## config.mk

```make
export PLATFORM = sky130hd
export DESIGN_NAME = hcsr04_responder_flat
export DESIGN_NICKNAME = d
export VERILOG_FILES = /design/src/rtl/hcsr04_responder_if.sv /design/src/rtl/hcsr04_responder.sv /design/src/flat_wrapper.sv
export SDC_FILE = /design/constraint.sdc
export NUM_CORES = 1
export LEC_CHECK = 0
export ABC_CLOCK_PERIOD_IN_PS = 6720
export CORE_ASPECT_RATIO = 0.6
export CORE_MARGIN = 1.5
export CORE_UTILIZATION = 65
export CTS_BUF_LIST = sky130_fd_sc_hd__clkbuf_4
export CTS_CLUSTER_SIZE = 8
export DETAILED_ROUTE_END_ITERATION = 7
export DONT_BUFFER_PORTS = 1
export PLACE_DENSITY_LB_ADDON = 0.1
export SLEW_MARGIN = 0
export SYNTH_ARGS = -nofsm -noshare
export SYNTH_HDL_FRONTEND = slang
export SYNTH_SLANG_ARGS = --single-unit
```

## constraint.sdc

```tcl
create_clock -name clk -period 6.72 [get_ports clk]
set_input_delay 1.68 -clock clk [delete_from_list [all_inputs] [get_ports clk]]
set_output_delay 1.68 -clock clk [all_outputs]
set_load 0.005 [all_outputs]
```

## src/rtl/hcsr04_responder_if.sv

```systemverilog
// Ranging bus between a ranging initiator (master) and the emulated HC-SR04 responder (slave).
interface hcsr04_responder_if;
   logic       trigger;
   logic [8:0] distance_cm;
   logic       echo;
   logic       busy;
   logic       short_trig;

   modport master (
      output trigger,
      output distance_cm,
      input  echo,
      input  busy,
      input  short_trig
   );

   modport slave (
      input  trigger,
      input  distance_cm,
      output echo,
      output busy,
      output short_trig
   );
endinterface

```

## src/rtl/hcsr04_responder.sv

```systemverilog
// Emulated HC-SR04 ultrasonic sensor: answers a trigger pulse with a distance-proportional echo.
// Optional macro HCSR04_RESP_RANGE_CHECK_EN turns out-of-range distances into a timeout-width echo.
module hcsr04_responder #(
   parameter int unsigned CYCLES_PER_CM   = 2900,
   parameter int unsigned TRIG_MIN_CYCLES = 500,
   parameter int unsigned BURST_CYCLES    = 10000,
   parameter int unsigned HOLDOFF_CYCLES  = 500000,
   parameter int unsigned MAX_CM          = 400,
   parameter int unsigned TIMEOUT_CYCLES  = 1900000
) (
   input logic               clk,
   input logic               reset,
   hcsr04_responder_if.slave bus
);

   typedef enum logic [2:0] {
      IDLE    = 3'd0,
      ARMED   = 3'd1,
      BURST   = 3'd2,
      ECHO    = 3'd3,
      HOLDOFF = 3'd4
   } state_t;

   state_t      state_r;
   state_t      state_nxt_s;
   logic [21:0] cnt_r;
   logic [21:0] cnt_nxt_s;
   logic [8:0]  latched_cm_r;
   logic [8:0]  latched_nxt_s;
   logic        sync1_r;
   logic        trig_s;
   logic        trig_prev_r;
   logic        trig_rise_s;
   logic        short_nxt_s;
   logic        echo_r;
   logic        busy_r;
   logic        short_trig_r;
   logic [21:0] echo_len_s;

`ifdef HCSR04_RESP_RANGE_CHECK_EN
   function automatic logic [21:0] echo_cycles(input logic [8:0] cm);
      logic [21:0] prod;
      prod = 22'(cm) * 22'(CYCLES_PER_CM);
      if ((cm == 9'd0) || (32'(cm) > MAX_CM)) begin
         return 22'(TIMEOUT_CYCLES);
      end else begin
         return prod;
      end
   endfunction
`else
   // Range limits only matter when the range check is built in.
   localparam logic [21:0] unused_range_cfg = 22'(MAX_CM) ^ 22'(TIMEOUT_CYCLES);

   function automatic logic [21:0] echo_cycles(input logic [8:0] cm);
      return 22'(cm) * 22'(CYCLES_PER_CM);
   endfunction
`endif

   assign echo_len_s  = echo_cycles(latched_cm_r);
   assign trig_rise_s = trig_s & ~trig_prev_r;

   // Two-flop synchronizer for the asynchronous trigger plus one history flop for edge detection.
   always_ff @(posedge clk or posedge reset) begin
      if (reset) begin
         sync1_r     <= 1'b0;
         trig_s      <= 1'b0;
         trig_prev_r <= 1'b0;
      end else begin
         sync1_r     <= bus.trigger;
         trig_s      <= sync1_r;
         trig_prev_r <= trig_s;
      end
   end

   // Next-state, counter and latch logic; one shared counter times every phase.
   always_comb begin
      state_nxt_s   = state_r;
      cnt_nxt_s     = cnt_r;
      latched_nxt_s = latched_cm_r;
      short_nxt_s   = 1'b0;
      case (state_r)
         IDLE: begin
            if (trig_rise_s) begin
               state_nxt_s = ARMED;
               cnt_nxt_s   = 22'd0;
            end else begin
               state_nxt_s = IDLE;
            end
         end
         ARMED: begin
            if (trig_s) begin
               if (cnt_r < 22'(TRIG_MIN_CYCLES)) begin
                  cnt_nxt_s = cnt_r + 22'd1;
               end else begin
                  cnt_nxt_s = cnt_r;
               end
            end else if (cnt_r >= 22'(TRIG_MIN_CYCLES)) begin
               latched_nxt_s = bus.distance_cm;
               state_nxt_s   = BURST;
               cnt_nxt_s     = 22'(BURST_CYCLES - 1);
            end else begin
               short_nxt_s = 1'b1;
               state_nxt_s = IDLE;
               cnt_nxt_s   = 22'd0;
            end
         end
         BURST: begin
            if (cnt_r != 22'd0) begin
               cnt_nxt_s = cnt_r - 22'd1;
            end else if (echo_len_s == 22'd0) begin
               state_nxt_s = HOLDOFF;
               cnt_nxt_s   = 22'(HOLDOFF_CYCLES - 1);
            end else begin
               state_nxt_s = ECHO;
               cnt_nxt_s   = echo_len_s - 22'd1;
            end
         end
         ECHO: begin
            if (cnt_r != 22'd0) begin
               cnt_nxt_s = cnt_r - 22'd1;
            end else begin
               state_nxt_s = HOLDOFF;
               cnt_nxt_s   = 22'(HOLDOFF_CYCLES - 1);
            end
         end
         HOLDOFF: begin
            if (cnt_r != 22'd0) begin
               cnt_nxt_s = cnt_r - 22'd1;
            end else begin
               state_nxt_s = IDLE;
               cnt_nxt_s   = 22'd0;
            end
         end
         default: begin
            state_nxt_s = IDLE;
            cnt_nxt_s   = 22'd0;
         end
      endcase
   end

   // State register; outputs are decoded from the next state so they line up with it.
   always_ff @(posedge clk or posedge reset) begin
      if (reset) begin
         state_r      <= IDLE;
         cnt_r        <= 22'd0;
         latched_cm_r <= 9'd0;
         echo_r       <= 1'b0;
         busy_r       <= 1'b0;
         short_trig_r <= 1'b0;
      end else begin
         state_r      <= state_nxt_s;
         cnt_r        <= cnt_nxt_s;
         latched_cm_r <= latched_nxt_s;
         echo_r       <= (state_nxt_s == ECHO);
         busy_r       <= (state_nxt_s != IDLE) && (state_nxt_s != ARMED);
         short_trig_r <= short_nxt_s;
      end
   end

   assign bus.echo       = echo_r;
   assign bus.busy       = busy_r;
   assign bus.short_trig = short_trig_r;

endmodule

```

## src/flat_wrapper.sv

```systemverilog
// flat-port wrapper written by rule: the top's interface ports become plain ports
module hcsr04_responder_flat 
#(
   parameter int unsigned CYCLES_PER_CM   = 2900,
   parameter int unsigned TRIG_MIN_CYCLES = 500,
   parameter int unsigned BURST_CYCLES    = 10000,
   parameter int unsigned HOLDOFF_CYCLES  = 500000,
   parameter int unsigned MAX_CM          = 400,
   parameter int unsigned TIMEOUT_CYCLES  = 1900000
)
  (clk, reset, bus_trigger, bus_distance_cm, bus_echo, bus_busy, bus_short_trig);
  hcsr04_responder_if bus_i ();
  input logic clk;
  input logic reset;
  input wire logic [$bits(bus_i.trigger)-1:0] bus_trigger;
  input wire logic [$bits(bus_i.distance_cm)-1:0] bus_distance_cm;
  output wire logic [$bits(bus_i.echo)-1:0] bus_echo;
  output wire logic [$bits(bus_i.busy)-1:0] bus_busy;
  output wire logic [$bits(bus_i.short_trig)-1:0] bus_short_trig;
  assign bus_i.trigger = bus_trigger;
  assign bus_i.distance_cm = bus_distance_cm;
  assign bus_echo = bus_i.echo;
  assign bus_busy = bus_i.busy;
  assign bus_short_trig = bus_i.short_trig;
  hcsr04_responder #(.CYCLES_PER_CM(CYCLES_PER_CM), .TRIG_MIN_CYCLES(TRIG_MIN_CYCLES), .BURST_CYCLES(BURST_CYCLES), .HOLDOFF_CYCLES(HOLDOFF_CYCLES), .MAX_CM(MAX_CM), .TIMEOUT_CYCLES(TIMEOUT_CYCLES)) u_core (.clk(clk), .reset(reset), .bus(bus_i));
endmodule
```

==> out/summary.txt <==
DRT Pass-1 Iters: 6
initial drt markers: 742
Clock Tree Buf Depth: 2
Clock transition at path regs: 0.13 ns
largest net degree at the start of global routing: 41
via/cell ratio: 6.61
mapped cell area: 5050 um^2
DIE WIDTH: 117 um
synth top area cells: dfrtp_1 20%, ha_1 13%, fa_1 9.1%
crit path time final: 5.60 ns
CP arrival: 5.88 ns
row count: 24
H-tree depth: 2
post-synthesis sequential area ratio: 19.8%
DRT Wirelength: 14200 um
FFs w/ async S/R, synth: 100%
setup violators final: 0
Max Freq: 0.179 GHz
WS Path Type: reg2reg
post-synth top area cell: dfrtp_1
Core Region: 7390 um^2
Crit. End Element: flip-flop
crit-path max FO: 7
WL per Instance: 19.9 um
DPL Wire Length: 11400 um
first-pass GRT wire length: 22800 um
critical path data required time: 7.00 ns
final setup TNS: 0 ns
post-CTS resize count: 0
EDFF count, synth: 0
fin nets: 692
top-area cell type share of the netlist area: 19.8%
Yosys warnings: 0
synthesis-to-layout area growth: 2.25%
worst slew pin tran: 1.16 ns
die area: 8330 um^2
Fin. Hold Viols: 0
CP startpoint kind: flip-flop
via count: 4697
Worst slew margin: 22.4%
share of cells above drive strength 1: 6.43%
synth unique cells: 66
final instance area: 5160 um^2
Final Util: 69.9%
Post-CTS Hold Buffers: 0
Syn Inst Count: 622
maxcap violations: 0
synth cell count leaders: 84 x inv_1, 51 x ha_1, 46 x nand2_1
GRT Total Usage: 36.2%
#FFs+latches synth: 40
syn avg cell area: 8.12 um^2
vias in the first global route: 4296
setup bufs post-CTS: 0
post-synth net total: 708
TritonCTS buffer count: 5
status: completed
ANT nets after route: 0
initial core utilization: 68.4%
die height: 71.3 um
# diodes: 0
IO Port Bufs: 0
Min-Delay Path Class: reg2reg
GRT overflow: 0
worst-skew pair later-pin latency: 0.37 ns
final worst-path cycle share: 83.3%
CTS Root Buffer Type: clkbuf_4
Final Max Tran Viols: 0
Main synth FF type: dfrtp_1
antenna violations before repair: 0
CTS tree: done
IO Pins: 15
Setup Skew: 0.0170 ns
Sinks on Clock Net: 40
Placed Instance Area: 5090 um^2
RSZ-0062 raised after global routing: no
DRC: 0
gp weighted congestion: 0.950
count leader, synth: inv_1
## worst paths after layout
| kind | depth (start not counted) | from | slack, ns | endpoint |
|---|---|---|---|---|
| worst min-delay path | 0 | u_core.sync1_r | 0.37 | u_core.trig_s |
| min in group asynchronous | 2 | reset | 1.31 | u_core.bus.echo |
| worst max-delay path | 17 | u_core.latched_cm_r[4] | 1.12 | u_core.cnt_r[9] |
| worst max register to register | 17 | u_core.latched_cm_r[4] | 1.12 | u_core.cnt_r[9] |
| max in group asynchronous | 2 | reset | 5.04 | u_core.state_r[0] |
| worst min register to register | 0 | u_core.sync1_r | 0.37 | u_core.trig_s |
## layout by cell type (no fill, tap or decap), types with 4 or more instances in the layout
master	n
fa_1	23
nand3_1	27
inv_1	84
nor2_1	37
o21ai_0	40
o22ai_1	8
and4_1	5
clkbuf_4	5
o21ai_1	4
dfrtp_1	40
nor3_1	18
xor2_1	15
xnor2_1	24
nand2_1	46
o21a_1	5
a21oi_1	40
ha_1	51
a32oi_1	4
a21o_1	7
or3_1	9
nand4_1	7
a221o_1	4
o211ai_1	9
nand2b_1	4
mux2_2	9
nor4_1	11
and3_1	7
## cells by family (layout without fill, tap and decap cells)
logic type                 count (synthesis)  in the layout  share of synthesized area [%]
muxes                                      9              9                           2.01
adders and majority gates                 74             74                           21.7
xor gates and xnor gates                  39             39                           6.76
DFF                                       40             40                           19.8
and+or+nand+nor                          191            191                           19.9
AOI/OAI and AO/OA                        160            160                           21.5
buffers and inverters                    109             94                           8.27
## flip-flops by register name (all words and copies together), names as in the netlist
| name | count |
|---|---|
| u_core.cnt_r | 22 |
| u_core.latched_cm_r | 9 |
| u_core.state_r | 3 |
| u_core.bus.busy | 1 |
| u_core.bus.echo | 1 |
| u_core.bus.short_trig | 1 |
| u_core.sync1_r | 1 |
| u_core.trig_prev_r | 1 |
| u_core.trig_s | 1 |
## layer usage
layer,wire length (um),share of wire [%],track usage (%)
met1,6730,47,59.4
met2,5200,37,45.5
met3,2000,14,12.1
met4,210,1.5,5.62
met5,31,0.22,0
## final cells by class
cell class              instances  area (um^2)
clock buffers                   5         37.5
clock inverters                 3         37.5
fillers                       640         2220
inverters                      85          319
multi-input cells             473         3630
flip-flops and latches         40         1000
well taps                     104          130
repair buffers                  1         7.51
## stage by stage
step | worst slack, ns | hold WS, ns | std cells
floorplan | 1.86 | 0.331 | 622
global placement | 1.36 | 0.344 | 703
detailed placement | 1.25 | 0.340 | 703
CTS | 1.20 | 0.371 | 711
global route | 0.840 | 0.374 | 711
finish | 1.12 | 0.368 | 711
## worst max-delay path: stages, from the launching register on
cell and delay (ns):
dfrtp_1 0.50, ha_1 0.33, inv_1 0.05, fa_1 0.49
inv_1 0.06, fa_1 0.53, inv_1 0.05, fa_1 0.52
inv_1 0.04, ha_1 0.38, a21oi_1 0.36, o21ai_1 0.21
a2111oi_0 0.69, a21o_1 0.31, or3_1 0.20, o21a_1 0.22
nand2_1 0.23, o311ai_2 0.36
Power is not shown: default switching activity piles up to over one toggle a cycle in this logic, so the estimate is an artifact.
